### config.mk
export PLATFORM = sky130hd
export DESIGN_NAME = forwarding_scoreboard
export DESIGN_NICKNAME = d
export VERILOG_FILES = /design/src/rtl/forwarding_scoreboard_pkg.sv /design/src/rtl/forwarding_scoreboard_fwd_match.sv /design/src/rtl/forwarding_scoreboard.sv
export SDC_FILE = /design/constraint.sdc
export NUM_CORES = 1
export LEC_CHECK = 0
export ABC_AREA = 1
export CAP_MARGIN = 20
export CORE_AREA = 2 2 89 91
export DETAILED_ROUTE_END_ITERATION = 6
export DIE_AREA = 0 0 91 93
export GPL_TIMING_DRIVEN = 0
export SLEW_MARGIN = 20
export SYNTH_ARGS = -nofsm -noshare
export SYNTH_HDL_FRONTEND = slang
export SYNTH_SLANG_ARGS = --single-unit
### constraint.sdc
create_clock -name CLK -period 1.75 [get_ports CLK]
set_input_delay 0.525 -clock CLK [delete_from_list [all_inputs] [get_ports CLK]]
set_output_delay 0.525 -clock CLK [all_outputs]
set_load 0.05 [all_outputs]
### src/rtl/forwarding_scoreboard_pkg.sv
// Shared types for the hazard/forwarding controller: scoreboard entry layout,
// update-mode encoding and the forward-select width helper.
package hazard_pkg;

  localparam int HZ_NSRC  = 2;
  localparam int HZ_REG_W = 5;

  typedef struct packed {
    logic                               valid;
    logic [HZ_REG_W-1:0]                wsel;
    logic                               wen;
    logic                               load;
    logic [HZ_NSRC-1:0][HZ_REG_W-1:0]   rs;
    logic [HZ_NSRC-1:0]                 ruse;
  } sb_entry_t;

  localparam sb_entry_t SB_BUBBLE = '0;

  // Select value 0 always means "take the operand from the register file".
  typedef enum logic [0:0] {
    FWD_RF    = 1'b0,
    FWD_STAGE = 1'b1
  } fwd_src_e;

  typedef enum logic [1:0] {
    UPD_HOLD,
    UPD_FLUSH,
    UPD_BUBBLE,
    UPD_SHIFT
  } upd_mode_e;

  function automatic int sel_w(input int depth);
    return $clog2(depth + 1);
  endfunction

endpackage

### src/rtl/forwarding_scoreboard_fwd_match.sv
// Per-source hazard lookup: youngest-producer forward select for the EX consumer
// and a flag for a decode source that depends on a not-yet-forwardable load.
module fwd_match
  import hazard_pkg::*;
#(
  parameter int DEPTH    = 3,
  parameter int REG_W    = 5,
  parameter int LOAD_LAT = 1,
  parameter int SEL_W    = 2
) (
  input  logic [DEPTH-1:0]            st_valid,
  input  logic [DEPTH-1:0]            st_wen,
  input  logic [DEPTH-1:0]            st_load,
  input  logic [DEPTH-1:0][REG_W-1:0] st_wsel,
  input  logic [REG_W-1:0]            cons_rs,
  input  logic                        cons_ruse,
  input  logic [REG_W-1:0]            dec_rs,
  input  logic                        dec_ruse,
  output logic [SEL_W-1:0]            fwd_sel,
  output logic                        load_pend
);

  logic [DEPTH-1:1] cons_hit;
  logic [DEPTH-1:0] dec_hit;
  logic [DEPTH-1:0] early;

  always_comb begin
    cons_hit = '0;
    dec_hit  = '0;
    early    = '0;
    for (int s = 1; s < DEPTH; s++) begin
      cons_hit[s] = st_valid[s] & st_wen[s] & cons_ruse &
                    (st_wsel[s] != '0) & (st_wsel[s] == cons_rs);
    end
    // A load at index s is consumed from stage s+2 next cycle; too early if s < LOAD_LAT.
    for (int s = 0; s < DEPTH; s++) begin
      dec_hit[s] = st_valid[s] & st_wen[s] & dec_ruse &
                   (st_wsel[s] != '0) & (st_wsel[s] == dec_rs);
      early[s]   = (s < LOAD_LAT);
    end
  end

  always_comb begin
    fwd_sel = SEL_W'(FWD_RF);
    for (int s = DEPTH - 1; s >= 1; s--) begin
      if (cons_hit[s]) fwd_sel = SEL_W'(s + 1);
    end
    load_pend = |(dec_hit & st_load & early);
  end

endmodule

### src/rtl/forwarding_scoreboard.sv
// Hazard/forwarding controller: DEPTH-stage destination scoreboard, per-source
// forward selects, load-use stall and a saturating stall-cycle counter.
module forwarding_scoreboard
  import hazard_pkg::*;
#(
  parameter int DEPTH    = 3,
  parameter int NSRC     = HZ_NSRC,
  parameter int REG_W    = HZ_REG_W,
  parameter int LOAD_LAT = 1,
  parameter int FLUSH_N  = 1,
  parameter int CNT_W    = 16,
  localparam int SEL_W   = sel_w(DEPTH)
) (
  input  logic                  CLK,
  input  logic                  RST,
  input  logic                  en,
  input  logic                  freeze,
  input  logic                  flush,
  input  logic [NSRC*REG_W-1:0] id_rs,
  input  logic [NSRC-1:0]       id_ruse,
  input  logic [REG_W-1:0]      id_wsel,
  input  logic                  id_wen,
  input  logic                  id_load,
  output logic                  stall,
  output logic [NSRC*SEL_W-1:0] fwd_sel,
  output logic [CNT_W-1:0]      stall_count,
  input  logic                  cnt_clr
);

  sb_entry_t sb_q [DEPTH];
  sb_entry_t sb_d [DEPTH];
  sb_entry_t id_entry;

  logic [DEPTH-1:0]            st_valid;
  logic [DEPTH-1:0]            st_wen;
  logic [DEPTH-1:0]            st_load;
  logic [DEPTH-1:0][REG_W-1:0] st_wsel;
  logic [NSRC-1:0]             load_pend;
  upd_mode_e                   upd_mode;
  logic [CNT_W-1:0]            cnt_q;
  logic [CNT_W-1:0]            cnt_d;

  always_comb begin
    st_valid = '0;
    st_wen   = '0;
    st_load  = '0;
    st_wsel  = '0;
    for (int s = 0; s < DEPTH; s++) begin
      st_valid[s] = sb_q[s].valid;
      st_wen[s]   = sb_q[s].wen;
      st_load[s]  = sb_q[s].load;
      st_wsel[s]  = sb_q[s].wsel;
    end
  end

  for (genvar i = 0; i < NSRC; i++) begin : g_src
    fwd_match #(
      .DEPTH   (DEPTH),
      .REG_W   (REG_W),
      .LOAD_LAT(LOAD_LAT),
      .SEL_W   (SEL_W)
    ) u_match (
      .st_valid (st_valid),
      .st_wen   (st_wen),
      .st_load  (st_load),
      .st_wsel  (st_wsel),
      .cons_rs  (sb_q[0].rs[i]),
      .cons_ruse(sb_q[0].valid & sb_q[0].ruse[i]),
      .dec_rs   (id_rs[i*REG_W +: REG_W]),
      .dec_ruse (id_ruse[i]),
      .fwd_sel  (fwd_sel[i*SEL_W +: SEL_W]),
      .load_pend(load_pend[i])
    );
  end

  // A taken branch kills the decode instruction, so it never needs to wait.
  always_comb begin
    stall = (|load_pend) & ~flush;
    if (freeze || !en)  upd_mode = UPD_HOLD;
    else if (flush)     upd_mode = UPD_FLUSH;
    else if (stall)     upd_mode = UPD_BUBBLE;
    else                upd_mode = UPD_SHIFT;
  end

  always_comb begin
    id_entry       = SB_BUBBLE;
    id_entry.valid = 1'b1;
    id_entry.wsel  = id_wsel;
    id_entry.wen   = id_wen;
    id_entry.load  = id_load;
    id_entry.rs    = id_rs;
    id_entry.ruse  = id_ruse;
    for (int s = 0; s < DEPTH; s++) sb_d[s] = sb_q[s];
    if (upd_mode != UPD_HOLD) begin
      for (int s = 1; s < DEPTH; s++) sb_d[s] = sb_q[s-1];
      sb_d[0] = (upd_mode == UPD_SHIFT) ? id_entry : SB_BUBBLE;
      if (upd_mode == UPD_FLUSH) begin
        for (int s = 1; s < DEPTH; s++) begin
          if (s <= FLUSH_N) sb_d[s] = SB_BUBBLE;
        end
      end
    end
  end

  always_comb begin
    cnt_d = cnt_q;
    if (cnt_clr) cnt_d = '0;
    else if (stall && en && !freeze && (cnt_q != '1)) cnt_d = cnt_q + CNT_W'(1);
  end

  always_ff @(posedge CLK or posedge RST) begin
    if (RST) begin
      for (int s = 0; s < DEPTH; s++) sb_q[s] <= SB_BUBBLE;
      cnt_q <= '0;
    end else begin
      for (int s = 0; s < DEPTH; s++) sb_q[s] <= sb_d[s];
      cnt_q <= cnt_d;
    end
  end

  assign stall_count = cnt_q;

endmodule

==> results of run 1 <==
## synthesized netlist by cell type, types with 2 or more instances
cell type and n:
nor3b_1 2, xor2_1 15, inv_1 43, buf_2 3
nor2_1 51, nor3_1 6, nand4_1 4, o21ai_0 26
dfrtp_1 50, xnor2_1 11, o22ai_1 6, clkbuf_1 8
nand2_1 130, nand3_1 38
## worst max-delay path, delay by kind of cell (launching register included)
family	cells	cell delay [ps]
AND/OR/NAND/NOR	7	570
flip-flops	1	430
buffers and inverters	3	350
## report_power, final
part           internal, µW  switching, µW  total, µW
sequential             1250            106       1360
clock                   427            385        812
combinational           255            338        593
total                  1930            829       2760
## worst max path at each step
stage,endpoint,slack (ps),depth (start not counted)
after floorplan,stall,-160,9
after global placement,stall,-1550,11
after detailed placement,stall,-1540,11
after CTS,fwd_sel[2],-420,6
after global routing,stall,-540,10
final,stall,-420,10
## metal layers
layer,GRT usage [%],vias to the layer above,routed length [µm]
met5,0,-,0
met4,3.79,0,44
met2,34.7,45,4050
li1,-,1415,-
met1,23.0,1335,3400
met3,2.90,4,220
## what timing repair did
action                     CTS  global route
setup endpoints to repair   60            29
cloned                       1             0
pin swaps                   13            15
hold buffers                 0             0
gates resized for setup    121            21
setup buffers               11             9
## cells by family after synthesis
family | after synthesis | synth area share, %
adders and majority gates | 1 | 0.432
AOI/OAI and AO/OA | 33 | 6.09
and+or+nand+nor | 238 | 34.7
DFF | 50 | 43.2
xor gates and xnor gates | 26 | 7.86
buffers and inverters | 57 | 7.77
## per-stage QoR
stage          util [%]  hold slack (ps)
4_1_cts            51.2              495
6_report           52.7              491
2_1_floorplan         -              443
3_5_place_dp       48.0              474
3_3_place_gp       47.6              469
5_1_grt            52.7              533
## state kept, by name (all words and copies together), names as in the netlist
register	flops
sb_q	34
stall_count	16
## area by class of cell
type                    count  area (µm²)
clock buffers               6        72.6
inverters                  45         189
fillers                   785        3560
well taps                 102         128
flip-flops and latches     50        1260
repair buffers             66         647
plain buffers              11        76.3
clock inverters             2        37.5
multi-input cells         298        1560
==> impl_metrics.env, run 1 <==
export IMPL_crit_chain="inv_2, nand2_1, nand2_1, nor2_2, nand3_1, nand2_2, nand2_2, buf_8, nor2_4, buf_8"
export IMPL_wl_per_cell_um=13.3
export IMPL_power_density_nw_per_um2=697
export IMPL_dp_hpwl_um=5570
export IMPL_hold_depth=2
export IMPL_outcome="finished, violations left"
export IMPL_critPathArrivalTime_ps=1650
export IMPL_drt_iter0_drc=98
export IMPL_antenna_found_initial=0
export IMPL_gp_congestion=0.779
export IMPL_finalPower_uw=2760
export IMPL_diodes=0
export IMPL_tritoncts="done"
export IMPL_avgSynthCellArea_um2=7.16
export IMPL_drv_cap=0
export IMPL_whs_endpoint="sb_q[19]$_DFFE_PP0P_"
export IMPL_p_leak_uw=0.00188
export IMPL_yosys_warnings=0
export IMPL_yosysTopAreaCellShare_pct=43.2
export IMPL_core_area_um2=7530
export IMPL_crit_path_end_kind="output port"
export IMPL_worstSetupPathType="flip-flop to output port"
export IMPL_violations="negative setup slack"
export IMPL_first_global_vias=2635
export IMPL_fin_crit_sh_pct=124
export IMPL_dp_slack_ps=-1540
export IMPL_start_util_pct=38.5
export IMPL_synth_async_sr_flop_share_pct=100
export IMPL_cts_sinks=50
export IMPL_io_buffers=44
export IMPL_fin_area_um2=3970
export IMPL_io_pin_count=46
export IMPL_synth_area_um2=2900
export IMPL_numCtsBuffers=5
export IMPL_grt_max_degree=28
export IMPL_fp_dieW_um=91
export IMPL_drc=0
export IMPL_clk_pin_slew_worst_paths_ps=90
export IMPL_via_per_inst=4.83
export IMPL_vias=2799
export IMPL_h_tree_depth=2
export IMPL_finalCriticalPeriod_ps=2170
export IMPL_final_setup_tns_ps=-1950
export IMPL_skew_ps=11.1
export IMPL_hold_path_class="flip-flop to flip-flop"
export IMPL_area_growth_syn_to_layout_pct=36.8
export IMPL_slew_viol_final=0
export IMPL_r2r_start="sb_q[58]$_DFFE_PP0P_"
export IMPL_syn_nets=431
export IMPL_crit_path_top_delay_cell="dfrtp_1"
export IMPL_final_cell_mix="119 x nand2_1, 43 x nor2_1, 43 x dfrtp_1, 37 x nand3_1, 30 x inv_1"
export IMPL_ant_nets=0
export IMPL_synth_top_area_cell="dfrtp_1"
export IMPL_layout_setup_ws_ps=-421
export IMPL_final_common_cell="nand2_1"
export IMPL_r2r_end="stall_count[0]$_DFFE_PP0P_"
export IMPL_synth_top_flop_cell="dfrtp_1"
export IMPL_fmax_mhz=461
export IMPL_rr_worst_depth=13
export IMPL_routed_wirelength_um=7710
export IMPL_hp_start="sb_q[19]$_DFFE_PP0P_"
export IMPL_ys_ff_latch=50
export IMPL_clockBufferDepth=2
export IMPL_nNetsFinal=503
export IMPL_hold_viol=0
export IMPL_postSynthCellCount=405
export IMPL_rows=32
export IMPL_die_h_um=93
export IMPL_ys_types=26
export IMPL_clk_latency_ps=300
export IMPL_cpPeakStageDelay_ps=430
export IMPL_cp_startpoint="sb_q[58]$_DFFE_PP0P_"
export IMPL_die_area_um2=8460
export IMPL_firstDrtPassIters=6
export IMPL_gr_total_overflow=0
export IMPL_synth_area_leaders="dfrtp_1 43%, nand2_1 17%, nor2_1 6.6%"
export IMPL_ir_worst_vdd_uv=361
export IMPL_synth_seq_area_share_pct=43.2
export IMPL_drive_gt1_share_pct=23.2
export IMPL_grt_pass1_wl_um=12600
export IMPL_placed_cells=552
export IMPL_grt_setup_unrepaired="true"
export IMPL_clock_root_buffer="clkbuf_8"
export IMPL_dpl_instance_area_um2=3610
export IMPL_grt_use_total_pct=18.7
export IMPL_synth_edff_count=0
export IMPL_crit_path_start_kind="flip-flop"
export IMPL_setup_viol=5
export IMPL_worstMarginPinSlew_ps=620
export IMPL_stdcell_count=580
export IMPL_worstPathRequired_ps=1220
export IMPL_ff2ff_setup_slack_ps=90
export IMPL_slew_headroom_pct=58.6
export IMPL_worstPathMaxFanout=4
Note: power is estimated with default switching activity, not from simulation.
==> run 2: changes to the inputs <==
--- a/config.mk
+++ b/config.mk
@@ -11,7 +11,9 @@
 export DETAILED_ROUTE_END_ITERATION = 6
 export DIE_AREA = 0 0 91 93
 export GPL_TIMING_DRIVEN = 0
+export SETUP_SLACK_MARGIN = 0.5
 export SLEW_MARGIN = 20
 export SYNTH_ARGS = -nofsm -noshare
 export SYNTH_HDL_FRONTEND = slang
 export SYNTH_SLANG_ARGS = --single-unit
+export TNS_END_PERCENT = 100
==> impl_metrics.env, run 2 (synthesized netlist as in run 1, its figures left out) <==
export IMPL_clockBufferDepth=2
export IMPL_worstSetupPathType="primary input to output port"
export IMPL_io_buffers=44
export IMPL_p_sw_uw=935
export IMPL_final_setup_tns_ps=-2810
export IMPL_gr_total_overflow=0
export IMPL_p_clk_share_pct=25.7
export IMPL_cp_startpoint="id_rs[5]"
export IMPL_drc=0
export IMPL_crit_chain="clkdlybuf4s15_1, inv_2, nand2_1, nand2_1, nor2_2, nand3_1, nand2_2, nand2_2, buf_8, nor2_4, buf_8"
export IMPL_drive_gt1_share_pct=39.5
export IMPL_worstMarginPinSlew_ps=568
export IMPL_ir_worst_vdd_uv=400
export IMPL_dpl_instance_area_um2=3640
export IMPL_via_per_inst=4.92
export IMPL_cpPeakStageDelay_ps=250
export IMPL_gp_congestion=0.783
export IMPL_cp_top_family="buffers and inverters"
export IMPL_worstPathRequired_ps=1220
export IMPL_dp_hpwl_um=5690
export IMPL_r2r_start="sb_q[54]$_DFFE_PP0P_"
export IMPL_crit_path_start_kind="primary input"
export IMPL_fin_area_um2=4640
export IMPL_grt_use_total_pct=20.8
export IMPL_routed_wirelength_um=9120
export IMPL_finalCriticalPeriod_ps=2240
export IMPL_top_register="sb_q"
export IMPL_crit_path_end_kind="output port"
export IMPL_first_global_vias=2963
export IMPL_firstDrtPassIters=4
export IMPL_nNetsFinal=541
export IMPL_critPathArrivalTime_ps=1720
export IMPL_grt_max_degree=28
export IMPL_clock_root_buffer="clkbuf_8"
export IMPL_grt_setup_unrepaired="true"
export IMPL_largest_reg_flops=34
export IMPL_worstPathMaxFanout=3
export IMPL_die_area_um2=8460
export IMPL_power_frac_comb_pct=26.7
export IMPL_clk_pin_slew_worst_paths_ps=100
export IMPL_cts_hold_buf=0
export IMPL_crit_path_top_delay_cell="clkdlybuf4s15_1"
export IMPL_fin_crit_sh_pct=128
export IMPL_drt_iter0_drc=95
export IMPL_fp_dieW_um=91
export IMPL_slew_headroom_pct=61.9
export IMPL_outcome="finished, violations left"
export IMPL_numCtsBuffers=5
export IMPL_start_util_pct=38.5
export IMPL_die_h_um=93
export IMPL_wl_per_cell_um=14.8
export IMPL_p_leak_uw=0.00221
export IMPL_power_density_nw_per_um2=616
export IMPL_setup_viol=21
export IMPL_finalPower_uw=2860
export IMPL_clk_latency_ps=310
export IMPL_sequentialPowerShare_pct=47.5
export IMPL_sw_frac_of_total_pct=32.7
export IMPL_skew_ps=8.24
export IMPL_grt_pass1_wl_um=14000
export IMPL_multi_input_area_um2=1770
export IMPL_area_growth_syn_to_layout_pct=60.1
export IMPL_tritoncts="done"
export IMPL_violations="negative setup slack"
export IMPL_h_tree_depth=2
export IMPL_cp_num_buf_inv=4
export IMPL_rows=32
export IMPL_hp_start="id_rs[9]"
export IMPL_intPower_uw=1920
export IMPL_ant_nets=0
export IMPL_final_cell_mix="105 x nand2_1, 42 x nor2_1, 39 x buf_4, 39 x dfrtp_1, 28 x nand3_1"
export IMPL_hold_viol=0
export IMPL_n_fill_cell=679
export IMPL_core_area_um2=7530
export IMPL_final_common_cell="nand2_1"
export IMPL_diodes=0
export IMPL_io_pin_count=46
export IMPL_hold_path_class="primary input to flip-flop"
export IMPL_drv_cap=0
export IMPL_slew_viol_final=0
export IMPL_layout_setup_ws_ps=-491
export IMPL_seq_area_um2=1260
export IMPL_antenna_found_initial=0
export IMPL_vias=3041
export IMPL_fmax_mhz=446
export IMPL_cts_sinks=50
run 2: cell types whose count changed in the layout (fill, tap and decap cells not counted), sizes merged:
cell and change:
clkdlybuf4s15 -16, inv -2, dlymetal6s2s -1, dlygate4sd2 +1
bufinv -1, clkinv +2, buf +53, clkinvlp +2
run 2: worst paths after layout:
| check | end | slack (ps) | cells past startpoint |
|---|---|---|---|
| max in group asynchronous | stall_count[15]$_DFFE_PP0P_ | 700 | 3 |
| worst max-delay path | stall | -490 | 11 |
| worst min register to register | sb_q[13]$_DFFE_PP0P_ | 500 | 2 |
| min in group asynchronous | sb_q[36]$_DFFE_PP0P_ | 600 | 2 |
| worst max register to register | stall_count[4]$_DFFE_PP0P_ | -50 | 12 |
| worst min-delay path | sb_q[51]$_DFFE_PP0P_ | 490 | 3 |
run 2: routing by layer:
metal  wire length [µm]  vias to the layer above  global-route usage [%]  part of all wire, %
met1               3590                     1479                    23.8                   39
met4                198                        0                    6.57                  2.2
li1                   -                     1493                       -                    -
met5                  0                        -                       0                    0
met3                258                       16                    2.74                  2.8
met2               5080                       53                    39.9                   56
run 2: cell type report:
| type | instances | area share, % |
|---|---|---|
| buffer | 12 | 2.24 |
| clock buffer | 6 | 1.78 |
| clock inverter | 2 | 0.270 |
| inverter | 45 | 4.53 |
| multi-input combinational | 298 | 38.2 |
| sequential | 50 | 27.3 |
| tap | 102 | 2.75 |
| timing repair buffer | 102 | 22.9 |
| timing repair inverter | 1 | 0.108 |
run 2: worst reg2reg max path: cells and delay by family (launching register included):
kind / cells / cell delay [ps]
buf+inv: 6 / 730
flops: 1 / 410
simple gates: 5 / 410
compound gates: 1 / 160
run 2: timing repair:
action	in CTS	in global routing
setup endpoints to repair	71	70
cloned	3	2
resized for setup	249	64
pin swaps	21	25
buffers inserted	35	18
run 2: per-stage QoR:
step	util (%)	hold WS (ps)	worst slack, ps	instances
floorplan	-	443	-161	405
global placement	48.1	468	-1550	551
detailed placement	48.4	467	-1560	552
CTS	56.4	486	-439	598
global route	61.6	487	-581	618
finish	61.6	486	-491	618
run 2: power by group through the flow:
stage	sequential (µW)	clock (µW)	combinational (µW)
after global placement	1380	0	524
final	1360	735	763
after detailed placement	1380	0	539
after CTS	1360	745	648
after floorplan	1380	0	339
after global routing	1370	802	837
==> run 3: changes to the inputs <==
--- a/config.mk
+++ b/config.mk
@@ -12,7 +12,6 @@
 export DIE_AREA = 0 0 91 93
 export GPL_TIMING_DRIVEN = 0
 export SETUP_SLACK_MARGIN = 0.5
-export SLEW_MARGIN = 20
 export SYNTH_ARGS = -nofsm -noshare
 export SYNTH_HDL_FRONTEND = slang
 export SYNTH_SLANG_ARGS = --single-unit
==> results of run 3 <==
Same layout as run 2: the final DEF is identical, and so are final timing and power.
